**config.mk**
```make
export PLATFORM = sky130hd
export DESIGN_NAME = storage_sequencer_flat
export DESIGN_NICKNAME = d
export VERILOG_FILES = /design/src/rtl/storage_sequencer_if.sv /design/src/rtl/storage_sequencer.sv /design/src/flat_wrapper.sv
export SDC_FILE = /design/constraint.sdc
export NUM_CORES = 1
export LEC_CHECK = 0
export ABC_CLOCK_PERIOD_IN_PS = 4700
export CAP_MARGIN = 10
export CORE_AREA = 8 8 66 68
export CTS_BUF_LIST = sky130_fd_sc_hd__clkbuf_8
export CTS_CLUSTER_SIZE = 40
export DETAILED_ROUTE_END_ITERATION = 7
export DIE_AREA = 0 0 74 76
export GPL_ROUTABILITY_DRIVEN = 0
export PLACE_DENSITY = 0.79
export SYNTH_ARGS = -nofsm -noshare
export SYNTH_HDL_FRONTEND = slang
export SYNTH_SLANG_ARGS = --single-unit
```
**constraint.sdc**
```tcl
create_clock -name clk -period 4.7 [get_ports clk]
set_input_delay 0.94 -clock clk [delete_from_list [all_inputs] [get_ports clk]]
set_output_delay 0.94 -clock clk [all_outputs]
set_load 0.005 [all_outputs]
```
**src/rtl/storage_sequencer_if.sv**
```systemverilog
// Request/command bundle between the button front end and storage_sequencer.
// The slave modport is the sequencer side; master is the requester/datapath side.
interface storage_sequencer_if;
    logic       record_req;
    logic       transfer_req;
    logic       copy_req;
    logic       auto_req;
    logic       abort;
    logic       record_cmd;
    logic       transfer_cmd;
    logic       copy_cmd;
    logic       busy;
    logic [3:0] step_count;
    logic       done;

    modport slave (
        input  record_req, transfer_req, copy_req, auto_req, abort,
        output record_cmd, transfer_cmd, copy_cmd, busy, step_count, done
    );

    modport master (
        output record_req, transfer_req, copy_req, auto_req, abort,
        input  record_cmd, transfer_cmd, copy_cmd, busy, step_count, done
    );
endinterface

```
**src/rtl/storage_sequencer.sv**
```systemverilog
// Arbitrates record/copy/transfer/auto requests into single-cycle storage strobes and paces auto transfers.
// Optional macro SEQ_PENDING_EN adds a one-deep slot for manual requests arriving during an auto run.
module storage_sequencer #(
    parameter int INTERVAL = 25_000_000,
    parameter int STEPS    = 8
) (
    input  logic                 clk,
    input  logic                 reset,
    storage_sequencer_if.slave   bus
);
    localparam int TIMER_W = (INTERVAL > 1) ? $clog2(INTERVAL) : 1;
    localparam logic [TIMER_W-1:0] RELOAD = TIMER_W'(INTERVAL - 1);
    localparam logic [3:0] STEPS_V = 4'(STEPS);

    typedef enum logic {IDLE, RUN} state_t;

    state_t               state_reg, state_next;
    logic [TIMER_W-1:0]   timer_reg, timer_next;
    logic [3:0]           step_reg, step_next;
    logic                 record_cmd_reg, record_cmd_next;
    logic                 transfer_cmd_reg, transfer_cmd_next;
    logic                 copy_cmd_reg, copy_cmd_next;
    logic                 done_reg, done_next;

`ifdef SEQ_PENDING_EN
    typedef enum logic [1:0] {P_NONE, P_REC, P_COPY, P_XFER} pend_t;
    pend_t pend_reg, pend_next;
`endif

    always_ff @(posedge clk or posedge reset) begin
        if (reset) begin
            state_reg        <= IDLE;
            timer_reg        <= '0;
            step_reg         <= '0;
            record_cmd_reg   <= 1'b0;
            transfer_cmd_reg <= 1'b0;
            copy_cmd_reg     <= 1'b0;
            done_reg         <= 1'b0;
`ifdef SEQ_PENDING_EN
            pend_reg         <= P_NONE;
`endif
        end else begin
            state_reg        <= state_next;
            timer_reg        <= timer_next;
            step_reg         <= step_next;
            record_cmd_reg   <= record_cmd_next;
            transfer_cmd_reg <= transfer_cmd_next;
            copy_cmd_reg     <= copy_cmd_next;
            done_reg         <= done_next;
`ifdef SEQ_PENDING_EN
            pend_reg         <= pend_next;
`endif
        end
    end

    always_comb begin
        state_next        = state_reg;
        timer_next        = timer_reg;
        step_next         = step_reg;
        record_cmd_next   = 1'b0;
        transfer_cmd_next = 1'b0;
        copy_cmd_next     = 1'b0;
        done_next         = 1'b0;
`ifdef SEQ_PENDING_EN
        pend_next         = pend_reg;
`endif
        case (state_reg)
            IDLE: begin
                if (bus.abort) begin
`ifdef SEQ_PENDING_EN
                    pend_next = P_NONE;
`endif
                end
`ifdef SEQ_PENDING_EN
                // A command deferred from the last run goes out before any fresh request.
                else if (pend_reg != P_NONE) begin
                    record_cmd_next   = (pend_reg == P_REC);
                    copy_cmd_next     = (pend_reg == P_COPY);
                    transfer_cmd_next = (pend_reg == P_XFER);
                    pend_next         = P_NONE;
                end
`endif
                else if (bus.record_req) begin
                    record_cmd_next = 1'b1;
                end else if (bus.copy_req) begin
                    copy_cmd_next = 1'b1;
                end else if (bus.transfer_req) begin
                    transfer_cmd_next = 1'b1;
                end else if (bus.auto_req) begin
                    transfer_cmd_next = 1'b1;
                    step_next         = 4'd1;
                    timer_next        = RELOAD;
                    state_next        = RUN;
                end
            end
            RUN: begin
                if (bus.abort) begin
                    // Abort wins over a simultaneous timer expiry: no strobe, no done.
                    state_next = IDLE;
                    step_next  = 4'd0;
`ifdef SEQ_PENDING_EN
                    pend_next  = P_NONE;
`endif
                end else begin
`ifdef SEQ_PENDING_EN
                    if (pend_reg == P_NONE) begin
                        if (bus.record_req)        pend_next = P_REC;
                        else if (bus.copy_req)     pend_next = P_COPY;
                        else if (bus.transfer_req) pend_next = P_XFER;
                    end
`endif
                    if (timer_reg != '0) begin
                        timer_next = timer_reg - 1'b1;
                    end else if (step_reg < STEPS_V) begin
                        transfer_cmd_next = 1'b1;
                        step_next         = step_reg + 4'd1;
                        timer_next        = RELOAD;
                    end else begin
                        done_next  = 1'b1;
                        state_next = IDLE;
                    end
                end
            end
            default: state_next = IDLE;
        endcase
    end

    assign bus.record_cmd   = record_cmd_reg;
    assign bus.transfer_cmd = transfer_cmd_reg;
    assign bus.copy_cmd     = copy_cmd_reg;
    assign bus.done         = done_reg;
    assign bus.step_count   = step_reg;
    assign bus.busy         = (state_reg == RUN);
endmodule

```
**src/flat_wrapper.sv**
```systemverilog
// flat-port wrapper written by rule: the top's interface ports become plain ports
module storage_sequencer_flat 
#(
    parameter int INTERVAL = 25_000_000,
    parameter int STEPS    = 8
)
  (clk, reset, bus_record_req, bus_transfer_req, bus_copy_req, bus_auto_req, bus_abort, bus_record_cmd, bus_transfer_cmd, bus_copy_cmd, bus_busy, bus_step_count, bus_done);
  storage_sequencer_if bus_i ();
  input  logic clk;
  input  logic reset;
  input wire logic [$bits(bus_i.record_req)-1:0] bus_record_req;
  input wire logic [$bits(bus_i.transfer_req)-1:0] bus_transfer_req;
  input wire logic [$bits(bus_i.copy_req)-1:0] bus_copy_req;
  input wire logic [$bits(bus_i.auto_req)-1:0] bus_auto_req;
  input wire logic [$bits(bus_i.abort)-1:0] bus_abort;
  output wire logic [$bits(bus_i.record_cmd)-1:0] bus_record_cmd;
  output wire logic [$bits(bus_i.transfer_cmd)-1:0] bus_transfer_cmd;
  output wire logic [$bits(bus_i.copy_cmd)-1:0] bus_copy_cmd;
  output wire logic [$bits(bus_i.busy)-1:0] bus_busy;
  output wire logic [$bits(bus_i.step_count)-1:0] bus_step_count;
  output wire logic [$bits(bus_i.done)-1:0] bus_done;
  assign bus_i.record_req = bus_record_req;
  assign bus_i.transfer_req = bus_transfer_req;
  assign bus_i.copy_req = bus_copy_req;
  assign bus_i.auto_req = bus_auto_req;
  assign bus_i.abort = bus_abort;
  assign bus_record_cmd = bus_i.record_cmd;
  assign bus_transfer_cmd = bus_i.transfer_cmd;
  assign bus_copy_cmd = bus_i.copy_cmd;
  assign bus_busy = bus_i.busy;
  assign bus_step_count = bus_i.step_count;
  assign bus_done = bus_i.done;
  storage_sequencer #(.INTERVAL(INTERVAL), .STEPS(STEPS)) u_core (.clk(clk), .reset(reset), .bus(bus_i));
endmodule
```
# Word-level counts from Yosys, hierarchy flattened
# Index checks and enable logic that the tools add are counted.
[totals]
in_bits = 7
regBits = 34
word_cells = 68
[classes]
eq_ne = 9
n_reduce_logical = 3
bitwise_logic = 1
magnitude_cmp = 1
n_mux = 45
n_addsub = 2
[ops]
columns = ["operator", "count"]
rows = [
  ["25-bit two-way mux", 8],
  ["25-bit case mux with 2 select lines", 1],
  ["4-bit two-way mux", 8],
  ["1-bit two-way mux", 25],
  ["25-bit nonzero test", 1],
  ["25-bit by 1-bit subtractor with 25-bit output (second input constant)", 1],
  ["7-bit AND reduction", 2],
  ["2-bit inequality test (second input constant)", 6],
  ["3-bit inequality test (second input constant)", 3],
  ["4-bit case mux with 2 select lines", 1],
  ["4-bit by 1-bit adder with 4-bit output (second input constant)", 1],
  ["4-bit < comparator (second input constant)", 1],
  ["1-bit case mux with 2 select lines", 2],
  ["1-bit inverter", 1],
]

# Longest topological paths before layout
# Gate-level depths: netlist (run 1).
[depth]
word_depth = 6
mapped_depth = 8
ltp_nobuf = 7

# Least setup slack after synthesis (run 1)
# No wires, ideal clock.
[synth_path]
path_type = "input port to flip-flop"
start = "in bus_transfer_req"
end = "reg u_core.timer_reg[15]"
setup_slack_ps = 1994
path_stages = 5
required_time_ps = 4621
n_path_buf = 0
arrival_time_ps = 2628
path_cell_list = "or4b_1 > a211oi_2 > o211ai_1 > or4_1 > a21oi_1"
[synth_between]
elab_chain_cells = 2
[synth_lines]
columns = ["item", "line_no", "rtl"]
rows = [
  ["start, declared", "flat_wrapper.sv:12", "input wire logic [$bits(bus_i.transfer_req)-1:0] bus_transfer_req;"],
  ["2-bit inequality test (no source line)", "-", ""],
  ["7-bit AND reduction (no source line)", "-", ""],
  ["end signal, assigned", "storage_sequencer.sv:44", "timer_reg <= timer_next;"],
  ["end, declared", "storage_sequencer.sv:18", "logic [TIMER_W-1:0] timer_reg, timer_next;"],
]
# Every way passes these cells.
# A chain may end at the register's enable or synchronous reset.

# Worst setup path after layout (run 1)
[layout_path]
start = "in bus_copy_req"
end = "reg u_core.timer_reg[3]"
[layout_between]
elab_chain_cells = 2
[layout_lines]
columns = ["item", "line_no", "rtl"]
rows = [
  ["start, declared", "flat_wrapper.sv:13", "input wire logic [$bits(bus_i.copy_req)-1:0] bus_copy_req;"],
  ["2-bit inequality test (no source line)", "-", ""],
  ["7-bit AND reduction (no source line)", "-", ""],
]
# Every way passes these cells.

==> flow_metrics.tcl, run 1 <==
set metrics [dict create \
    status "complete, no violations" \
    layout_commonest_cell "dfrtp_1" \
    finalSetupViolations 0 \
    clk_pin_slew_ns 0.06 \
    largest_reg_flops 25 \
    rsz0062_at_grt "false" \
    clockBufferDepth 2 \
    synth_enable_flop_cells 0 \
    p_int_w 0.000440 \
    ys_async_sr_fraction_pct 100 \
    numCtsBuffers 5 \
    drt_iter0_drc 136 \
    crit_slowest_cell "nor4b_1" \
    seqPwrFrac_pct 56.7 \
    yosysTopAreaCell "dfrtp_1" \
    cts.repair.resized 0 \
    worstSetupStartpointType "primary input" \
    cts.sinks 34 \
    area_growth_pct 14.6 \
    peakVddDrop_mv 0.161 \
    post-place-cells 251 \
    syn-instance-count 194 \
    clock_power_share_pct 33.0 \
    clk_latency_ns 0.29 \
    path_cells "clkdlybuf4s50_1 > nor4b_1 > o21ai_0 > a21o_1 > o21ai_0 > or3b_2" \
    hpwl_um 3150 \
    fin_nets 219 \
    ys_seq_area_share_pct 46.5 \
    via_per_inst 6.34 \
    comb_power_share_pct 10.3 \
    grt_pass1_wl_um 7700 \
    worst_ep_required_time_ns 4.86 \
    fin_crit_sh_pct 67.5 \
    maxCapViolations 0 \
    tightest_slew_ns 0.861 \
    p_sw_w 0.000153 \
    root_buffer "clkbuf_8" \
    power.leakage_nw 0.752 \
    portBuffers 15 \
    ys_ff_latch 34 \
    synth.area.top_cells "dfrtp_1, o21ai_0, nand2_1" \
    end_kind "register" \
    cts_tree "built" \
    dr.pass1.iters 5 \
    finalHoldViolations 0 \
    worstPathArrival_ns 3.33 \
    fin_cells 258 \
    synth_top_area_share_pct 46.5 \
    num-fill-cells 314 \
    cts_hold_buf 0 \
    synth_nets 203 \
    p_sw_share_pct 25.8 \
    grt_usage_pct 17.2 \
    crit_family "simple AND/OR/NAND/NOR gates" \
    min_path_type "register to register" \
    slowest_delay_ns 0.58 \
    path_buf_inv 1 \
    pin_count 16 \
    path_max_fanout 19 \
    maxSlewViolCount 0 \
    die_w_um 74 \
    path_class "primary input to register" \
    crit_top_cell "o21ai_0" \
    drc 0 \
    max_slew_margin_pct 42.1 \
    cts_max_level 2 \
    fmax_mhz 315 \
    final_cell_mix "dfrtp_1, nand2_1, o21ai_0, clkdlybuf4s50_1, a21oi_1" \
    synth_cell_types 43 \
    overflow 0 \
    setup_tns_ns 0 \
    ys.flop_type "dfrtp_1" \
    die_y_um 76 \
    rows 22 \
    syn_area_per_cell_um2 9.42 \
    coreArea_um2 3440 \
    syn-cell-area_um2 1830 \
    vias 1635 \
    post_drt_wl_per_cell_um 17.1 \
    grt_pass1_vias 1675 \
    period_needed_ns 3.17 \
    diodes 0 \
    postCtsSetupRepairBufs 0 \
    start_util_pct 53.1 \
    drt_wl_total_um 4420 \
    final_core_util_pct 60.9 \
    antenna_found_initial 0 \
    p_per_area_nw_per_um2 283 \
    ant_nets 0 \
    yosysWarnings 0 \
    drive_gt1_share_pct 5.71 \
    grt_max_degree 35 \
    clock_skew_ns 0.00731 \
    die_area_um2 5620 \
    finalHoldWorstSlack_ns 0.532 \
]
## per-layer routing
metal / track usage, % / wire length [um] / vias up
met1: 20.5 / 1820 / 800
met2: 27.1 / 2170 / 62
li1: - / - / 767
met4: 8.40 / 70 / 0
met5: 0 / 0 / -
met3: 4.87 / 358 / 6
## cell usage after synthesis (all sizes together) (3+ instances only)
| master | count |
|---|---|
| a21oi | 11 |
| clkbuf | 6 |
| dfrtp | 34 |
| inv | 7 |
| nand2 | 17 |
| nand3 | 9 |
| nand4 | 3 |
| nor2 | 8 |
| nor3 | 8 |
| nor4 | 5 |
| nor4b | 3 |
| o211ai | 3 |
| o21ai | 15 |
| o31ai | 8 |
| or3 | 10 |
| or4 | 10 |
| xnor2 | 4 |
| xor2 | 3 |
## kinds of logic after synthesis
logic type	after synthesis	synth area share [%]
buffers and inverters	14	2.94
adder cells (fa/ha/maj)	2	1.37
AO/OA/AOI/OAI	52	18.4
flip-flops	34	46.5
multiplexers	1	0.548
AND/OR/NAND/NOR	84	26.8
XOR/XNOR	7	3.35
## worst register-to-register path: stages, from the launching register on
cell and delay (ns):
dfrtp_1 0.41, inv_1 0.11, ha_1 0.24, or4b_4 0.53, nor4_1 0.56, a21o_1 0.52, nor3_1 0.09, or3b_2 0.44
## power groups by stage
stage | logic [W] | registers (W) | clock network, W
finish | 0.0000611 | 0.000336 | 0.000195
global route | 0.0000705 | 0.000339 | 0.000211
CTS | 0.0000619 | 0.000335 | 0.000199
detailed placement | 0.0000616 | 0.000340 | 0
global placement | 0.0000587 | 0.000338 | 0
floorplan | 0.0000389 | 0.000334 | 0
## path summary, 6_finish.rpt
check                                startpoint              endpoint  slack, ns  cells past startpoint
hold reg to reg            u_core.timer_reg[16]  u_core.timer_reg[16]       0.53                      2
min in group asynchronous                 reset   u_core.bus.copy_cmd       1.06                      3
setup reg to reg            u_core.timer_reg[0]   u_core.timer_reg[3]       1.68                      7
setup / recovery                   bus_copy_req   u_core.timer_reg[3]       1.53                      6
max in group asynchronous                 reset   u_core.timer_reg[2]       3.33                      3
hold / removal             u_core.timer_reg[16]  u_core.timer_reg[16]       0.53                      2
## area by class of cell
class                           instances  area [um2]  area share [%]
Clock buffer                            5        68.8            3.29
Clock inverter                          2        7.51           0.358
Inverter                                7        26.3            1.25
Multi-Input combinational cell        146         923            44.1
Sequential cell                        34         851            40.6
Tap cell                               48        60.1            2.87
Timing Repair Buffer                   16         158            7.53
## metrics by stage
step                      setup WS, ns  instance area [um2]  power (W)
after floorplan                   1.99                 1830   0.000373
after global placement            1.33                 2020   0.000397
after detailed placement          1.24                 2020   0.000402
after CTS                         1.52                 2090   0.000596
after global routing              1.22                 2090   0.000620
final                             1.53                 2090   0.000593
(Power assumes the default switching activity.)
==> run 2: changes to the inputs <==
--- a/config.mk
+++ b/config.mk
@@ -5,7 +5,7 @@
 export SDC_FILE = /design/constraint.sdc
 export NUM_CORES = 1
 export LEC_CHECK = 0
-export ABC_CLOCK_PERIOD_IN_PS = 4700
+export ABC_CLOCK_PERIOD_IN_PS = 3200
 export CAP_MARGIN = 10
 export CORE_AREA = 8 8 66 68
 export CTS_BUF_LIST = sky130_fd_sc_hd__clkbuf_8
==> constraint.sdc (replaced) <==
create_clock -name clk -period 3.2 [get_ports clk]
set_input_delay 0.64 -clock clk [delete_from_list [all_inputs] [get_ports clk]]
set_output_delay 0.64 -clock clk [all_outputs]
set_load 0.005 [all_outputs]
==> run 2 against run 1 <==
Compared with the run above:
- combinational power up 52%
- sequential share of layout area down 1.0 points
- flip-flop and latch count unchanged
- global-route usage up 1.1 points
- critical path type is now register to register
- critical endpoint unchanged
==> flow_metrics.tcl, run 2 (synthesis gave the netlist of run 1 again) <==
set metrics [dict create \
    clock_skew_ns 0.00744 \
    coreArea_um2 3440 \
    status "complete, no violations" \
    finalHoldViolations 0 \
    worstSetupStartpointType "register" \
    reg2reg_to "u_core.timer_reg[3]" \
    worst_ep_required_time_ns 3.35 \
    clk_pin_slew_ns 0.07 \
    drive_gt1_share_pct 8.80 \
    cts_hold_buf 0 \
    post_drt_wl_per_cell_um 18.4 \
    r2r_start "u_core.timer_reg[0]" \
    grt_pass1_vias 1804 \
    start_util_pct 53.1 \
    place_area_um2 2060 \
    hold_end "u_core.timer_reg[24]" \
    grt_usage_pct 18.3 \
    num-fill-cells 286 \
    worstPathArrival_ns 3.01 \
    rsz0062_at_grt "false" \
    cts.repair.resized 0 \
    final_area_um2 2150 \
    path_class "register to register" \
    setup_tns_ns 0 \
    drt_iter0_drc 243 \
    clockBufferDepth 2 \
    overflow 0 \
    dr.pass1.iters 4 \
    die_y_um 76 \
    peakVddDrop_mv 0.230 \
    maxSlewViolCount 0 \
    min_path_type "register to register" \
    diodes 0 \
    path_cells "inv_1 > ha_1 > or4b_4 > nor4_1 > a21o_1 > nor3_1 > or3b_2" \
    end_kind "register" \
    hpwl_um 3440 \
    total_power_w 0.000907 \
    hp-start "u_core.timer_reg[24]" \
    postCtsSetupRepairBufs 0 \
    via_per_inst 6.47 \
    fmax_mhz 350 \
    cts_max_level 2 \
    area_growth_pct 17.5 \
    die_w_um 74 \
    cts_tree "built" \
    fin_nets 224 \
    p_per_area_nw_per_um2 422 \
    ant_nets 0 \
    vias 1708 \
    drc 0 \
    root_buffer "clkbuf_8" \
    grt_max_degree 21 \
    tightest_slew_ns 0.760 \
    fin_crit_sh_pct 89.3 \
    grt_pass1_wl_um 8160 \
    maxCapViolations 0 \
    layout_commonest_cell "dfrtp_1" \
    clk_latency_ns 0.28 \
    numCtsBuffers 5 \
    max_slew_margin_pct 49.3 \
    rows 22 \
    largest_reg_flops 25 \
    r2r_setup_slack_ns 0.34 \
    antenna_found_initial 0 \
    die_area_um2 5620 \
    holdPathStages 2 \
    power.leakage_nw 0.785 \
    cts.sinks 34 \
    crit_slowest_cell "or4b_4" \
    final_cell_mix "dfrtp_1, nand2_1, o21ai_0, clkdlybuf4s50_1, a21oi_1" \
    path_max_fanout 19 \
    pin_count 16 \
    worstRegToRegCells 7 \
    slowest_delay_ns 0.53 \
    finalSetupViolations 0 \
    drt_wl_total_um 4850 \
    portBuffers 15 \
    period_needed_ns 2.86 \
]
==> run 2: cell count changes in the layout (fill, tap and decap cells not counted) <==
cell,change
a2111oi_0,-1
a2111oi_1,+1
clkinv_2,+1
buf_4,+5
clkbuf_8,+1
inv_1,-1
==> run 2: worst max path at each step <==
stage	from	end
6_report	u_core.timer_reg[0]	u_core.timer_reg[3]
5_1_grt	u_core.timer_reg[0]	u_core.timer_reg[18]
4_1_cts	u_core.timer_reg[0]	u_core.timer_reg[18]
3_5_place_dp	bus_transfer_req	u_core.timer_reg[3]
3_3_place_gp	bus_copy_req	u_core.timer_reg[3]
2_1_floorplan	u_core.timer_reg[0]	u_core.timer_reg[20]
==> run 2: layout make-up <==
type	instances	area, um2	area share [%]
multi-input combinational	146	925	43.0
sequential	34	851	39.6
timing repair buffer	21	195	9.09
clock buffer	6	82.6	3.84
tap	48	60.1	2.80
inverter	7	26.3	1.22
clock inverter	2	8.76	0.408
==> run 2: per-stage QoR <==
stage               util (%)  hold slack [ns]  setup slack [ns]  cells
floorplan                  -            0.477             0.618    194
global placement        59.7            0.508             0.356    256
detailed placement      59.7            0.521             0.244    256
CTS                     62.4            0.536             0.306    264
global route            62.4            0.571             0.153    264
finish                  62.4            0.539             0.341    264
==> run 2: power by group <==
group / switching [W] / internal (W) / total, W
registers: 0.0000371 / 0.000458 / 0.000496
clock network: 0.000148 / 0.000170 / 0.000318
logic: 0.0000478 / 0.0000453 / 0.0000931
total: 0.000233 / 0.000674 / 0.000907
==> run 2: worst max-delay path: cells and delay by family (launching register included) <==
family                     cells  cell delay [ns]
and+or+nand+nor                4             1.48
DFF                            1             0.41
buffers and inverters          1             0.10
AOI/OAI and AO/OA              1             0.50
adders and majority gates      1             0.24
==> run 2: routing by layer <==
metal / track usage (%) / part of all wire (%)
met4: 12.2 / 2.3
met1: 20.3 / 40
met5: 0 / 0
met2: 29.7 / 51
met3: 4.34 / 7.2
